**src/rtl/seg_scan_n.sv**
```systemverilog
// Time-multiplexed N-digit seven-segment scanner with a load-strobed shadow, leading-zero blanking
// and optional per-digit blink, compiled in when SEG_BLINK_EN is defined.
module seg_scan_n #(
    parameter int DIGITS      = 4,
    parameter int CLK_DIV     = 50000,
    parameter int BLINK_TICKS = 250
) (
    input  logic                  clk,
    input  logic                  clr,
    input  logic [4*DIGITS-1:0]   num,
    input  logic [DIGITS-1:0]     dp_in,
    input  logic                  colon,
    input  logic                  load,
    input  logic                  blank_lz,
    input  logic [DIGITS-1:0]     blink_mask,
    output logic [7:0]            seg,
    output logic [DIGITS-1:0]     an,
    output logic                  dp
);
    localparam int TW = $clog2(CLK_DIV);
    localparam int IW = (DIGITS > 1) ? $clog2(DIGITS) : 1;

    logic [TW-1:0]         tick_cnt;
    logic                  tick;
    logic [IW-1:0]         idx, slot;
    logic                  active;
    logic [4*DIGITS-1:0]   num_s, num_d;
    logic [DIGITS-1:0]     dp_s, dp_d;
    logic                  colon_s, colon_d, blank_d;

    assign tick = (tick_cnt == TW'(CLK_DIV - 1));

    always_ff @(posedge clk or negedge clr) begin
        if (!clr) begin
            num_s   <= '0;
            dp_s    <= '0;
            colon_s <= 1'b0;
        end else if (load) begin
            num_s   <= num;
            dp_s    <= dp_in;
            colon_s <= colon;
        end
    end

    // Display state changes only on a scan tick; slot holds the digit shown until the next tick.
    always_ff @(posedge clk or negedge clr) begin
        if (!clr) begin
            tick_cnt <= '0;
            idx      <= '0;
            slot     <= '0;
            active   <= 1'b0;
            num_d    <= '0;
            dp_d     <= '0;
            colon_d  <= 1'b0;
            blank_d  <= 1'b0;
        end else begin
            // NOTE: non-blocking assignments keep every register sampling pre-edge values.
            tick_cnt <= tick ? '0 : tick_cnt + 1'b1;
            if (tick) begin
                idx     <= (idx == IW'(DIGITS - 1)) ? '0 : idx + 1'b1;
                slot    <= idx;
                active  <= 1'b1;
                num_d   <= num_s;
                dp_d    <= dp_s;
                colon_d <= colon_s;
                blank_d <= blank_lz;
            end
        end
    end

`ifdef SEG_BLINK_EN
    localparam int BW = $clog2(BLINK_TICKS + 1);

    logic [BW-1:0]     blink_cnt;
    logic              phase;
    logic [DIGITS-1:0] blink_d;

    always_ff @(posedge clk or negedge clr) begin
        if (!clr) begin
            blink_cnt <= '0;
            phase     <= 1'b0;
            blink_d   <= '0;
        end else if (tick) begin
            blink_d <= blink_mask;
            if (blink_cnt == BW'(BLINK_TICKS - 1)) begin
                blink_cnt <= '0;
                phase     <= ~phase;
            end else begin
                blink_cnt <= blink_cnt + 1'b1;
            end
        end
    end
`else
    logic unused_blink;
    assign unused_blink = ^{blink_mask, (BLINK_TICKS > 0)};
`endif

    logic [3:0]        digit;
    logic              dp_bit, upper_zero, lz, blink_bit;
    logic [6:0]        glyph;
    logic [7:0]        seg_nx;
    logic [DIGITS-1:0] an_nx;
    logic              dp_nx;

    always_comb begin
        // NOTE: every output of this block gets a default first so no latch is inferred.
        digit      = 4'd0;
        dp_bit     = 1'b0;
        lz         = 1'b0;
        blink_bit  = 1'b0;
        upper_zero = 1'b1;
        an_nx      = '1;
        // Walk from the most significant digit so upper_zero covers digits i..DIGITS-1.
        for (int i = DIGITS - 1; i >= 0; i--) begin
            upper_zero = upper_zero & (num_d[4*i +: 4] == 4'd0);
            if (IW'(i) == slot) begin
                digit    = num_d[4*i +: 4];
                dp_bit   = dp_d[i];
                lz       = blank_d && (i != 0) && upper_zero;
                an_nx[i] = 1'b0;
`ifdef SEG_BLINK_EN
                blink_bit = blink_d[i];
`endif
            end
        end

        case (digit)
            4'h0: glyph = 7'h40;
            4'h1: glyph = 7'h79;
            4'h2: glyph = 7'h24;
            4'h3: glyph = 7'h30;
            4'h4: glyph = 7'h19;
            4'h5: glyph = 7'h12;
            4'h6: glyph = 7'h02;
            4'h7: glyph = 7'h78;
            4'h8: glyph = 7'h00;
            4'h9: glyph = 7'h10;
            4'hA: glyph = 7'h08;
            4'hB: glyph = 7'h03;
            4'hC: glyph = 7'h46;
            4'hD: glyph = 7'h21;
            4'hE: glyph = 7'h06;
            default: glyph = 7'h0E;
        endcase

        seg_nx = lz ? 8'hFF : {~dp_bit, glyph};
        dp_nx  = ~colon_d;

`ifdef SEG_BLINK_EN
        if (phase && blink_bit) begin
            seg_nx = 8'hFF;
            an_nx  = '1;
        end
        if (phase && blink_d[0]) dp_nx = 1'b1;
`else
        blink_bit = 1'b0;
`endif
    end

    always_ff @(posedge clk or negedge clr) begin
        if (!clr) begin
            seg <= 8'hFF;
            an  <= '1;
            dp  <= 1'b1;
        end else if (active) begin
            seg <= seg_nx;
            an  <= an_nx;
            dp  <= dp_nx;
        end
    end
endmodule

```
**config.mk**
```make
export PLATFORM = sky130hd
export DESIGN_NAME = seg_scan_n
export DESIGN_NICKNAME = d
export VERILOG_FILES = /design/src/rtl/seg_scan_n.sv
export SDC_FILE = /design/constraint.sdc
export NUM_CORES = 1
export LEC_CHECK = 0
export CORE_ASPECT_RATIO = 2
export CORE_MARGIN = 2
export CORE_UTILIZATION = 50
export CTS_CLUSTER_DIAMETER = 100
export DETAILED_ROUTE_END_ITERATION = 8
export PLACE_DENSITY = 0.85
export REMOVE_ABC_BUFFERS = 1
export SYNTH_ARGS = -nofsm -noshare
export SYNTH_HDL_FRONTEND = slang
export SYNTH_SLANG_ARGS = --single-unit
```
**constraint.sdc**
```tcl
create_clock -name clk -period 2 [get_ports clk]
set_input_delay 0.2 -clock clk [delete_from_list [all_inputs] [get_ports clk]]
set_output_delay 0.2 -clock clk [all_outputs]
set_load 0.02 [all_outputs]
```
# After elaboration in Yosys (flattened, before gate mapping)
# Memory sizes are Yosys's and may differ from the RTL's.
# Cells that the tools add are included.
totals:
  reg_bits: 77
  rom_bits: 112
  input_bits: 29
  out_inout_bits: 13
  word_cells: 52
  mem_count: 1
memory_table:
  columns: ["name", "words", "width", "rd", "rd_clocked_by_memory_dff", "wr", "line_no", "source"]
  rows:
  - ["(name not given)", 16, 7, 1, 0, 0, "127", "case (digit)"]
op_classes:
  addsub: 2
  eq_ne: 5
  n_mux: 19
  bitwise: 4
  n_reduce_logical: 7
ops:
  columns: ["operator", "count"]
  rows:
  - ["adder 16 x 1 -> 16 bit, second input constant", 1]
  - ["== test 16 bit, second input constant", 1]
  - ["2-to-1 mux 16 bit", 1]
  - ["2-to-1 mux 4 bit", 4]
  - ["zero test 4 bit", 3]
  - ["2-to-1 mux 1 bit", 12]
  - ["2-to-1 mux 8 bit", 1]
  - ["== test 2 bit, first input constant", 2]
  - ["logical AND 1 bit", 3]
  - ["adder 2 x 1 -> 2 bit, second input constant", 1]
  - ["bitwise AND 1 bit", 2]
  - ["== test 1 x 2 -> 1 bit, first input constant", 1]
  - ["== test 2 bit, second input constant", 1]
  - ["zero test 2 bit", 1]
  - ["2-to-1 mux 2 bit", 1]
  - ["inverter 1 bit", 2]

# Logic depth before layout (Yosys ltp)
depth:
  ltp_word: 7
  mapped_depth: 8
  depth_no_buf: 7

# Worst setup path before layout
# No wires, ideal clock.
synth_path:
  kind: "flip-flop to flip-flop"
  from: "register slot[0]"
  to: "register seg[0]"
  setup_time_ps: 90
  arrival_time_ps: 1904
  required_ps: 1910
  path_slack_ps: 6
  path_stages_with_launch: 7
  n_path_buf: 1
  period_less_slack_ps: 1994
  path_cell_list: "dfrtp_1 buf_6 mux4_1 ha_1 mux2_4 a22oi_1 a31oi_1"
synth_via:
  elab_chain_len: 7
  elab_cells_between_ends: 14
  cone_classes: "eq/ne: 3; mux: 9; reduce/logical: 1; memory: 1"
synth_rtl:
  columns: ["item", "line_no", "source"]
  rows:
  - ["from (decl)", "25", "logic [IW-1:0] idx, slot;"]
  - ["from (signal assigned)", "61", "slot <= idx;"]
  - ["== test 2 bit", "116", "if (IW'(i) == slot) begin"]
  - ["2-to-1 mux 4 bit (4 in series)", "116", null]
  - ["memory read (16 x 7 bit)", null, null]
  - ["2-to-1 mux 8 bit (*)", "146", "seg_nx = lz ? 8'hFF : {~dp_bit, glyph};"]
  - ["to (signal assigned)", "166", "seg <= seg_nx;"]
  - ["to (decl)", "16", "output logic [7:0] seg,"]
# Mark *: on every way between the ends. The rest lies on a longest branch, timed or not.
# A chain may end at the register's enable or synchronous reset.

# Final worst setup path
layout_path:
  from: "register slot[0]"
  to: "register seg[6]"
# The elaborated chain is that of the path after synthesis.

==> qor.csv <==
metric;value;unit
power_frac_clock;49.7;%
setup_viol;0;
cell_internal_pwr;0.002841;W
drt_iter0_drc;175;
crit_slowest_cell;mux4_1;
fmax;0.5134;GHz
rsz0062_at_grt;yes;
cp-start-kind;flop;
fin_crit_sh;97.39;%
globalRoute.totalOverflow;0;
final_nets;348;
slew_viol_final;0;
initial_core_util;51.20;%
rows;43;
r2r-end;seg[6];
ios;42;
irDropWorstVdd;0.6883;mV
clkTransAtPathRegs;0.06;ns
tritoncts;done;
fill_cells;521;
num_vias;2223;
cellLeakagePower;1.882;nW
n_antenna_cell;0;
r2r_start;slot[0];
crit_required;2.23;ns
p_sw;0.0006682;W
ys_ff_latch;77;
power_density;811.2;nW/um^2
htree_levels;3;
ff2ff_path_depth;5;
clockBufferDepth;2;
skew;0.004680;ns
portBuffers;37;
slew_headroom;53.96;%
clockRootBuffer;clkbuf_16;
tightest_slew;0.6906;ns
p_comb_share;3.9;%
grt_usage;18.74;%
ant_nets;0;
dp_hpwl;4.418;mm
wire_per_inst;15.89;um
grtUsageMet2;31.12;%
busiest_layer;met2;
min_path_type;in -> async;
drtPass1Iterations;5;
synth.yosys.seq_area_share;55.54;%
die_h;122.3;um
grt_pass1_vias;2285;
clock_sinks;77;
critical_path_arrival;2.18;ns
cpPeakStageDelay;0.62;ns
synthCells;264;
grtUsageMet3;5.041;%
grt_util_met1;21.83;%
antenna_found_initial;0;
power;0.003510;W
place.gp.congestion;0.8371;
swShare;19.04;%
wirelength;6.435;mm
numCtsBuffers;9;
fin_util;63.32;%
crit_type;reg -> reg;
p_seq_share;46.3;%
endpoint_kind;flop;
stdcell_count;405;
area_growth;23.68;%
r2r_slack;0.05;ns
die_width;63.15;um
grt_max_degree;78;
finalHoldViolCount;0;
clk_latency;0.34;ns
path_max_fanout;4;
ys_types;40;
die-area;7722;um^2
path_cells;mux4_1, ha_1, mux2_2, a22oi_1, a31oi_1;
post-place-cells;386;
syn_area;3498;um^2
syn_avg_cell_area;13.25;um^2
remaining_drc_errors;0;
period_needed;1.948;ns
avgViaCountPerCell;5.489;
cap_violations;0;
grt_first_pass_wirelength;10.90;mm
outcome;finished clean;
drive_above_1_share;31.11;%
core_area;6833;um^2
yosys_warnings;0;
==> final cells by class <==
cell class	count	area, um^2	area share, %
clock buffer	12	256.5	5.928
clock inverter	4	70.07	1.619
inverter	9	33.78	0.7808
multi-input combinational	165	1435	33.17
sequential	77	1943	44.91
tap	90	112.6	2.603
timing repair buffer	48	475.5	10.99
==> cells in the final DEF (no fill, tap or decap), drive strengths merged, types with 5 or more instances in the layout <==
master          n
dfrtp          64
mux2           50
clkdlybuf4s50  36
nor2           27
dfstp          13
a31oi          12
clkbuf         12
buf            11
ha              9
inv             9
xor2            7
nand2           6
nand3           6
mux4            6
nand4           5
xnor2           5
==> worst max-delay path: cells and delay by family, from the launching register on <==
| family | cells | cell delay (ns) |
|---|---|---|
| fa+ha+maj | 1 | 0.28 |
| compound gates | 2 | 0.27 |
| mux | 2 | 0.89 |
| flops | 1 | 0.39 |
==> sequential cells by signal, indices dropped and copies added, names as in the netlist, 2 cells and up <==
name      count
an            4
dp_d          4
dp_s          4
idx           2
num_d        16
num_s        16
seg           8
slot          2
tick_cnt     16
==> stage by stage <==
stage	setup WS [ns]	area (um^2)	hold slack [ns]	setup TNS, ns
2_1_floorplan	-0.06071	3416	-0.09559	-0.1997
3_3_place_gp	0.09314	3979	0.2517	0
3_5_place_dp	0.04110	3979	0.2561	0
4_1_cts	0.005140	4315	0.4356	0
5_1_grt	-0.03751	4327	0.4532	-0.07467
6_report	0.05216	4327	0.4158	0
==> power groups by stage <==
stage          combinational (W)  sequential [W]  clock (W)
6_report                0.000137         0.00163    0.00175
5_1_grt                 0.000153         0.00163    0.00184
4_1_cts                 0.000142         0.00163    0.00178
3_5_place_dp            0.000139         0.00165          0
3_3_place_gp            0.000132         0.00165          0
2_1_floorplan          0.0000450         0.00164          0
==> how the worst max path moves through the flow <==
stage / endpoint / from / slack (ns) / depth (start not counted)
floorplan: seg[0] / slot[0] / -0.06 / 5
global placement: seg[6] / slot[0] / 0.09 / 5
detailed placement: seg[6] / slot[0] / 0.04 / 5
CTS: seg[6] / slot[0] / 0.005 / 5
global route: seg[5] / slot[0] / -0.04 / 5
finish: seg[6] / slot[0] / 0.05 / 5
==> kinds of logic (layout without fill, tap and decap cells) <==
kind of cell / Yosys count / after routing / synth area share, %
AO/OA/AOI/OAI: 27 / 27 / 5.115
XOR/XNOR: 12 / 12 / 3.004
multiplexers: 60 / 60 / 21.53
flip-flops: 77 / 77 / 55.54
AND/OR/NAND/NOR: 57 / 57 / 8.262
adder cells (fa/ha/maj): 9 / 9 / 3.219
buffers and inverters: 22 / 73 / 3.326
==> metal layers <==
layer / wire [um] / vias to the layer above
met3: 261 / 14
li1: - / 1028
met4: 219 / 0
met2: 3365 / 60
met5: 0 / -
met1: 2588 / 1121
==> Yosys cell counts (all sizes together) <==
library cell,count,area share [%]
and3,1,0.18
a31oi,12,2.1
mux2i,4,1.1
a22oi,4,0.86
a21oi,3,0.43
or2,1,0.18
nand4,5,0.89
nand3,6,0.86
buf,8,1.8
xor2,7,1.8
a21o,2,0.47
nor2,27,3.1
o21ai,2,0.29
clkbuf,5,0.54
nor3,1,0.14
xnor2,5,1.3
nor4b,1,0.25
or4,1,0.21
inv,9,0.97
nand2,6,0.64
ha,9,3.2
nor2b,2,0.57
dfrtp,64,46
a21boi,1,0.21
o31ai,1,0.21
and2,1,0.18
dfstp,13,9.8
and4,2,0.50
mux4,6,4.2
mux2,50,16
nor4,2,0.36
a2bb2oi,2,0.50
or3,1,0.18
==> repair_timing <==
action,CTS,global route
resized for setup,0,2
buffers inserted,0,2
hold buffers,1,0
endpoints found under the hold margin,64,0
endpoints found under the setup margin,0,5
No activity file was read; power rests on OpenSTA's default activity.
